**src/rtl/seg_pkg.sv**
```systemverilog
// Shared 7-segment definitions: active-low hex pattern table, blank code, scan FSM states
// and helpers for the active-low one-hot digit select.
package seg_pkg;

    localparam logic [6:0] SEG_BLANK = 7'h7F;

    // Active-low patterns, bit0 = segment a ... bit6 = segment g, index = hex value.
    localparam logic [6:0] SEG_HEX [16] = '{
        7'h40, 7'h79, 7'h24, 7'h30, 7'h19, 7'h12, 7'h02, 7'h78,
        7'h00, 7'h10, 7'h08, 7'h03, 7'h46, 7'h21, 7'h06, 7'h0E
    };

    typedef enum logic [1:0] {
        IDLE   = 2'd0,
        SETTLE = 2'd1,
        HOLD   = 2'd2
    } seg_scan_st_t;

    function automatic logic [2:0] onehot_low_idx(input logic [7:0] an_n);
        logic [2:0] idx;
        idx = 3'd0;
        for (int i = 0; i < 8; i++) begin
            idx = an_n[i] ? idx : 3'(i);
        end
        return idx;
    endfunction

    function automatic logic onehot_low_ok(input logic [7:0] an_n);
        logic [3:0] zeros;
        zeros = 4'd0;
        for (int i = 0; i < 8; i++) begin
            zeros = zeros + {3'd0, ~an_n[i]};
        end
        return (zeros == 4'd1);
    endfunction

endpackage

```
**src/rtl/seg_pat_decode.sv**
```systemverilog
// Combinational active-low 7-segment pattern decoder: flags legal hex codes and the blank code.
module seg_pat_decode
    import seg_pkg::*;
(
    input  logic [6:0] seg_i,
    output logic       legal_o,
    output logic       blank_o,
    output logic [3:0] hex_o
);

    // Table lookup against the shared encoder patterns.
    always_comb begin
        legal_o = 1'b0;
        hex_o   = 4'h0;
        blank_o = (seg_i == SEG_BLANK);
        for (int h = 0; h < 16; h++) begin
            legal_o = legal_o | (seg_i == SEG_HEX[h]);
            hex_o   = (seg_i == SEG_HEX[h]) ? 4'(h) : hex_o;
        end
    end

endmodule

```
**src/rtl/seg_scan_decode.sv**
```systemverilog
// Multiplexed 7-segment bus readback: debounces each scanned digit and decodes it to hex.
// Optional decimal point readback is enabled by defining SEG_SCAN_DP_EN.
module seg_scan_decode
    import seg_pkg::*;
#(
    parameter int NDIG       = 4,
    parameter int STABLE_CYC = 4
) (
    input  logic              clk,
    input  logic              rst,
    input  logic [6:0]        seg_i,
    input  logic [NDIG-1:0]   an_i,
`ifdef SEG_SCAN_DP_EN
    input  logic              dp_i,
    output logic [NDIG-1:0]   dp_o,
`endif
    output logic [4*NDIG-1:0] digits_o,
    output logic [NDIG-1:0]   valid_o,
    output logic              upd_o,
    output logic              err_o
);

    localparam logic [7:0] STABLE_CNT = 8'(STABLE_CYC);

    logic [6:0]        s_seg_q, s_seg_d, p_seg_q, p_seg_d;
    logic [NDIG-1:0]   s_an_q, s_an_d, p_an_q, p_an_d;
    seg_scan_st_t      state_q, state_d;
    logic [7:0]        cnt_q, cnt_d;
    logic [4*NDIG-1:0] digits_q, digits_d;
    logic [NDIG-1:0]   valid_q, valid_d;
    logic              upd_q, upd_d, err_q, err_d;
    logic [7:0]        cur_pad_s, prev_pad_s;
    logic              same_s, cur_ok_s, capture_s;
    logic [2:0]        cap_idx_s;
    logic              pat_legal_s, pat_blank_s;
    logic [3:0]        pat_hex_s;
`ifdef SEG_SCAN_DP_EN
    logic              s_dp_q, s_dp_d, p_dp_q, p_dp_d;
    logic [NDIG-1:0]   dp_q, dp_d;
`endif

    // The previous sample is what gets captured, since it is the one the counter qualified.
    seg_pat_decode u_pat (
        .seg_i   (p_seg_q),
        .legal_o (pat_legal_s),
        .blank_o (pat_blank_s),
        .hex_o   (pat_hex_s)
    );

    // Sample pipeline and stability/capture qualifiers.
    always_comb begin
        s_seg_d    = seg_i;
        s_an_d     = an_i;
        p_seg_d    = s_seg_q;
        p_an_d     = s_an_q;
        cur_pad_s  = 8'hFF;
        cur_pad_s[NDIG-1:0]  = s_an_q;
        prev_pad_s = 8'hFF;
        prev_pad_s[NDIG-1:0] = p_an_q;
        same_s     = (s_seg_q == p_seg_q) && (s_an_q == p_an_q);
`ifdef SEG_SCAN_DP_EN
        s_dp_d     = dp_i;
        p_dp_d     = s_dp_q;
        same_s     = same_s && (s_dp_q == p_dp_q);
`endif
        cur_ok_s   = onehot_low_ok(cur_pad_s);
        cap_idx_s  = onehot_low_idx(prev_pad_s);
        capture_s  = (state_q == SETTLE) && (cnt_q == STABLE_CNT);
    end

    // Scan FSM; a sample change in the capture cycle restarts counting instead of holding.
    always_comb begin
        state_d = state_q;
        cnt_d   = cnt_q;
        case (state_q)
            IDLE: begin
                if (cur_ok_s) begin
                    state_d = SETTLE;
                    cnt_d   = 8'd1;
                end else begin
                    state_d = IDLE;
                    cnt_d   = 8'd0;
                end
            end
            SETTLE, HOLD: begin
                if (!same_s) begin
                    state_d = cur_ok_s ? SETTLE : IDLE;
                    cnt_d   = cur_ok_s ? 8'd1 : 8'd0;
                end else if (capture_s || (state_q == HOLD)) begin
                    state_d = HOLD;
                    cnt_d   = cnt_q;
                end else begin
                    state_d = SETTLE;
                    cnt_d   = cnt_q + 8'd1;
                end
            end
            default: begin
                state_d = IDLE;
                cnt_d   = 8'd0;
            end
        endcase
    end

    // Per-digit register file update and change/error flags.
    always_comb begin
        digits_d = digits_q;
        valid_d  = valid_q;
        err_d    = err_q;
`ifdef SEG_SCAN_DP_EN
        dp_d     = dp_q;
`endif
        for (int d = 0; d < NDIG; d++) begin
            if (capture_s && (cap_idx_s == 3'(d))) begin
                if (pat_legal_s) begin
                    digits_d[4*d +: 4] = pat_hex_s;
                    valid_d[d]         = 1'b1;
                end else if (pat_blank_s) begin
                    valid_d[d]         = 1'b0;
                end else begin
                    valid_d[d]         = 1'b0;
                    err_d              = 1'b1;
                end
`ifdef SEG_SCAN_DP_EN
                dp_d[d] = (pat_legal_s || pat_blank_s) ? ~p_dp_q : dp_q[d];
`endif
            end else begin
                valid_d[d] = valid_d[d];
            end
        end
        upd_d = (digits_d != digits_q) || (valid_d != valid_q);
`ifdef SEG_SCAN_DP_EN
        upd_d = upd_d || (dp_d != dp_q);
`endif
    end

    // All state and registered outputs.
    always_ff @(posedge clk) begin
        if (rst) begin
            s_seg_q  <= SEG_BLANK;
            p_seg_q  <= SEG_BLANK;
            s_an_q   <= {NDIG{1'b1}};
            p_an_q   <= {NDIG{1'b1}};
            state_q  <= IDLE;
            cnt_q    <= 8'd0;
            digits_q <= {(4*NDIG){1'b0}};
            valid_q  <= {NDIG{1'b0}};
            upd_q    <= 1'b0;
            err_q    <= 1'b0;
`ifdef SEG_SCAN_DP_EN
            s_dp_q   <= 1'b1;
            p_dp_q   <= 1'b1;
            dp_q     <= {NDIG{1'b0}};
`endif
        end else begin
            s_seg_q  <= s_seg_d;
            p_seg_q  <= p_seg_d;
            s_an_q   <= s_an_d;
            p_an_q   <= p_an_d;
            state_q  <= state_d;
            cnt_q    <= cnt_d;
            digits_q <= digits_d;
            valid_q  <= valid_d;
            upd_q    <= upd_d;
            err_q    <= err_d;
`ifdef SEG_SCAN_DP_EN
            s_dp_q   <= s_dp_d;
            p_dp_q   <= p_dp_d;
            dp_q     <= dp_d;
`endif
        end
    end

    assign digits_o = digits_q;
    assign valid_o  = valid_q;
    assign upd_o    = upd_q;
    assign err_o    = err_q;
`ifdef SEG_SCAN_DP_EN
    assign dp_o     = dp_q;
`endif

endmodule

```
**config.mk**
```make
export PLATFORM = sky130hd
export DESIGN_NAME = seg_scan_decode
export DESIGN_NICKNAME = d
export VERILOG_FILES = /design/src/rtl/seg_pkg.sv /design/src/rtl/seg_pat_decode.sv /design/src/rtl/seg_scan_decode.sv
export SDC_FILE = /design/constraint.sdc
export NUM_CORES = 1
export LEC_CHECK = 0
export CORE_UTILIZATION = 51
export DETAILED_ROUTE_END_ITERATION = 12
export GPL_TIMING_DRIVEN = 0
export PLACE_DENSITY = 0.77
export REMOVE_ABC_BUFFERS = 1
export SYNTH_ARGS = -nofsm -noshare
export SYNTH_HDL_FRONTEND = slang
export SYNTH_SLANG_ARGS = --single-unit
```
**constraint.sdc**
```tcl
create_clock -name clk -period 2.36 [get_ports clk]
set_clock_uncertainty 0.2 [all_clocks]
set_input_delay 0.472 -clock clk [delete_from_list [all_inputs] [get_ports clk]]
set_output_delay 0.472 -clock clk [all_outputs]
set_load 0.05 [all_outputs]
```
==> reports/qor.csv <==
stage,metric,value,unit
sta,max_freq,0.4267,GHz
synth,synth_compound_area_share,17.49,%
routing,viasPerCell,5.794,
clocking,cts_made_buffers,5,
synth,synth_cell_types,66,
floorplanning,start_util,53.78,%
routing,ant_nets,0,
synth,synth_top_family_by_area,simple AND/OR/NAND/NOR gates,
routing,vias,2619,
global_route,grt_pass1_wl,11390,um
sta,fin_crit_sh,99.30,%
power,seqPwrFrac,56.3,%
critical_path,cp_max_fo,7,
global_route,first_global_vias,2347,
cells_and_area,diodes,0,
critical_path,crit_chain,nand2b_4 -> or4_4 -> a21o_4 -> nor3b_4 -> buf_12 -> o31ai_2 -> a41oi_1,
min_path,hold_path.class,register to register,
clocking,htree_levels,2,
clocking,clk_pin_slew,0.11,ns
clocking,cts_hold_buf,0,
floorplanning,row_count,27,
synth,synth_area_leaders,"dfxtp_1, or2_2, nor2_1",
sta,relSlewSlack,49.96,%
cells_and_area,nets,401,
global_route,antenna_found_initial,0,
synth,synth.most_common_cell,dfxtp_1,
power,switching_power,0.4570,mW
routing,wire_per_inst,15.16,um
routing,drc_errors,0,
synth,syn_inst,333,
sta,tightest_slew,0.7507,ns
critical_path,slowest_stage,or4_4,
floorplanning,core_area,0.005574,sq mm
placed_design,portBuffers,34,
synth,synthMuxAreaShare,2.087,%
synth,synthAdderAreaFrac,4.007,%
critical_path,cp_slowest_stage_delay,0.48,ns
sta,hold_viol,0,
clocking,clockRootBuffer,clkbuf_8,
status,status,completed,
synth,syn-mean-instance-area,9.003,sq um
global_route,grt_max_degree,49,
power,vdd_drop_max,0.0003165,V
sta,rsz0062_at_grt,true,
synth,synth_edf_count,0,
synth,synth_xor_area_share,5.259,%
cells_and_area,areaGrowthSynthToFinish,27.34,%
placed_design,dp_hpwl,4655,um
run,maxCapViolCount,0,
synth,synth_ff_type,dfxtp_1,
critical_path,crit_buf_inv,1,
power,power_leakage,1.360,nW
synth,yosys-top-cells-count,"dfxtp_1, nor2_1, nand2_1, or2_2, a21oi_1",
sta,setup_viol,0,
synth,synth.cell_area,0.002998,sq mm
floorplanning,die_w,78.67,um
critical_path,end_kind,register,
synth,async_flop_share,0,%
critical_path,crit_family,simple AND/OR/NAND/NOR gates,
routing,dr.pass1.iters,4,
synth,ys_ff_latch,54,
sta,drv_slew,0,
power,p_per_area,450.5,mW/mm^2
sta,whs,0.2698,ns
global_route,grt_usage,23.49,%
synth,yosysWarnings,0,
floorplanning,dieArea,0.006189,sq mm
critical_path,required,2.32,ns
power,p_clk_share,32.3,%
critical_path,crit_arrival,2.31,ns
clocking,clockBufferDepth,2,
power,p_total,1.720,mW
clocking,cts.sinks,54,
power,combPwrFrac,11.4,%
power,p_int,1.263,mW
synth,yosys.area_share.simple,31.18,%
synth,yosysSeqAreaShare,36.06,%
power,swShare,26.57,%
routing,drtIter0Drc,206,
clocking,cts_tree,built,
cells_and_area,layout-drive-gt1-share,27.63,%
placed_design,gp_congestion,0.8989,
sta,min_period,2.344,ns
synth,synth_top_cell_area_share,36.06,%
clocking,worstSkewPairLatency,0.31,ns
critical_path,path_class,register to register,
synth,synth_area_leader_cell,dfxtp_1,
global_route,overflow,0,
floorplanning,top_level_ports,35,
critical_path,start_kind,register,
routing,routed_wl,6852,um
floorplanning,die_y,78.67,um
-- final timing paths --
path	from	end	slack [ns]	cells past startpoint
worst max-delay path	p_seg_q[1]	upd_o	0.02	7
worst min-delay path	p_seg_d[5]	p_seg_q[5]	0.27	1
worst max register to register	p_seg_q[1]	upd_o	0.02	7
worst min register to register	p_seg_d[5]	p_seg_q[5]	0.27	1
-- registers in the layout, summed over array words and instances (netlist names), 2 cells and up --
name      count
p_seg_q       7
p_seg_d       7
p_an_q        4
state_q       2
valid_o       4
digits_o     16
p_an_d        4
cnt_q         8
-- what timing repair did --
item / 4_1_cts / 5_1_grt
pin swaps: 8 / 18
endpoints found under the hold margin: 0 / 0
setup endpoints to repair: 26 / 18
resized for setup: 35 / 22
setup buffers: 7 / 12
-- final cells by class --
type,instances,area (sq um)
inverter,8,30.03
fill,441,1757
clock buffer,5,68.82
multi-input combinational,257,1974
tap,72,90.09
timing repair buffer,53,518.0
clock inverter,3,26.28
sequential,54,1110
-- kinds of logic (layout without fill, tap and decap cells) --
kind of cell / Yosys count / count (layout)
xor gates and xnor gates: 18 / 18
muxes: 6 / 6
buffers and inverters: 22 / 69
adders and majority gates: 9 / 9
DFF: 54 / 54
AOI/OAI and AO/OA: 69 / 69
and+or+nand+nor: 155 / 155
-- cell usage in the layout, fill, tap and decap left out, drive strengths merged, types with 3 or more instances in the layout --
cell | Yosys | routed
a211oi | 7 | 7
a21oi | 19 | 19
a221oi | 3 | 3
a311oi | 5 | 5
a31oi | 4 | 4
and2 | 4 | 4
and3 | 3 | 3
and4 | 3 | 3
and4bb | 3 | 3
buf | 8 | 20
clkbuf | 6 | 5
clkdlybuf4s50 | 0 | 33
dfxtp | 54 | 54
ha | 8 | 8
inv | 8 | 11
mux2i | 4 | 4
nand2 | 22 | 22
nand2b | 5 | 5
nand3 | 5 | 5
nand4 | 4 | 4
nor2 | 40 | 40
nor2b | 8 | 8
nor3 | 13 | 13
nor3b | 8 | 8
nor4 | 4 | 4
o211ai | 4 | 4
o21ai | 9 | 9
o22ai | 3 | 3
o31ai | 4 | 4
or2 | 22 | 22
xnor2 | 4 | 4
xor2 | 14 | 14
-- stage by stage --
| step | TNS (ns) | utilization (%) | setup WS (ns) | instance area (sq um) | instances |
|---|---|---|---|---|---|
| final | 0 | 68.48 | 0.01642 | 3817 | 452 |
| after global routing | -0.5147 | 68.48 | -0.08117 | 3817 | 452 |
| after CTS | -0.04272 | 64.96 | -0.02423 | 3621 | 440 |
| after detailed placement | -5.360 | 59.84 | -0.3283 | 3336 | 425 |
| after global placement | -15.15 | 59.93 | -0.4922 | 3341 | 425 |
| after floorplan | 0 | - | 0.02334 | 2910 | 319 |
-- per-layer routing --
layer	up-vias	part of all wire [%]	track usage (%)	routed length, um
met3	19	4.8	3.605	330
met5	-	0	0	0
li1	1294	-	-	-
met4	0	2.4	8.519	165
met1	1217	44	30.49	2990
met2	89	49	39.13	3365
-- power groups by stage --
stage	Clock (mW)	Combinational [mW]	Sequential (mW)
floorplan	0	0.104	0.983
global placement	0	0.150	0.990
detailed placement	0	0.152	0.992
CTS	0.573	0.183	0.967
global route	0.617	0.218	0.974
finish	0.555	0.196	0.968
(Power assumes the default switching activity.)
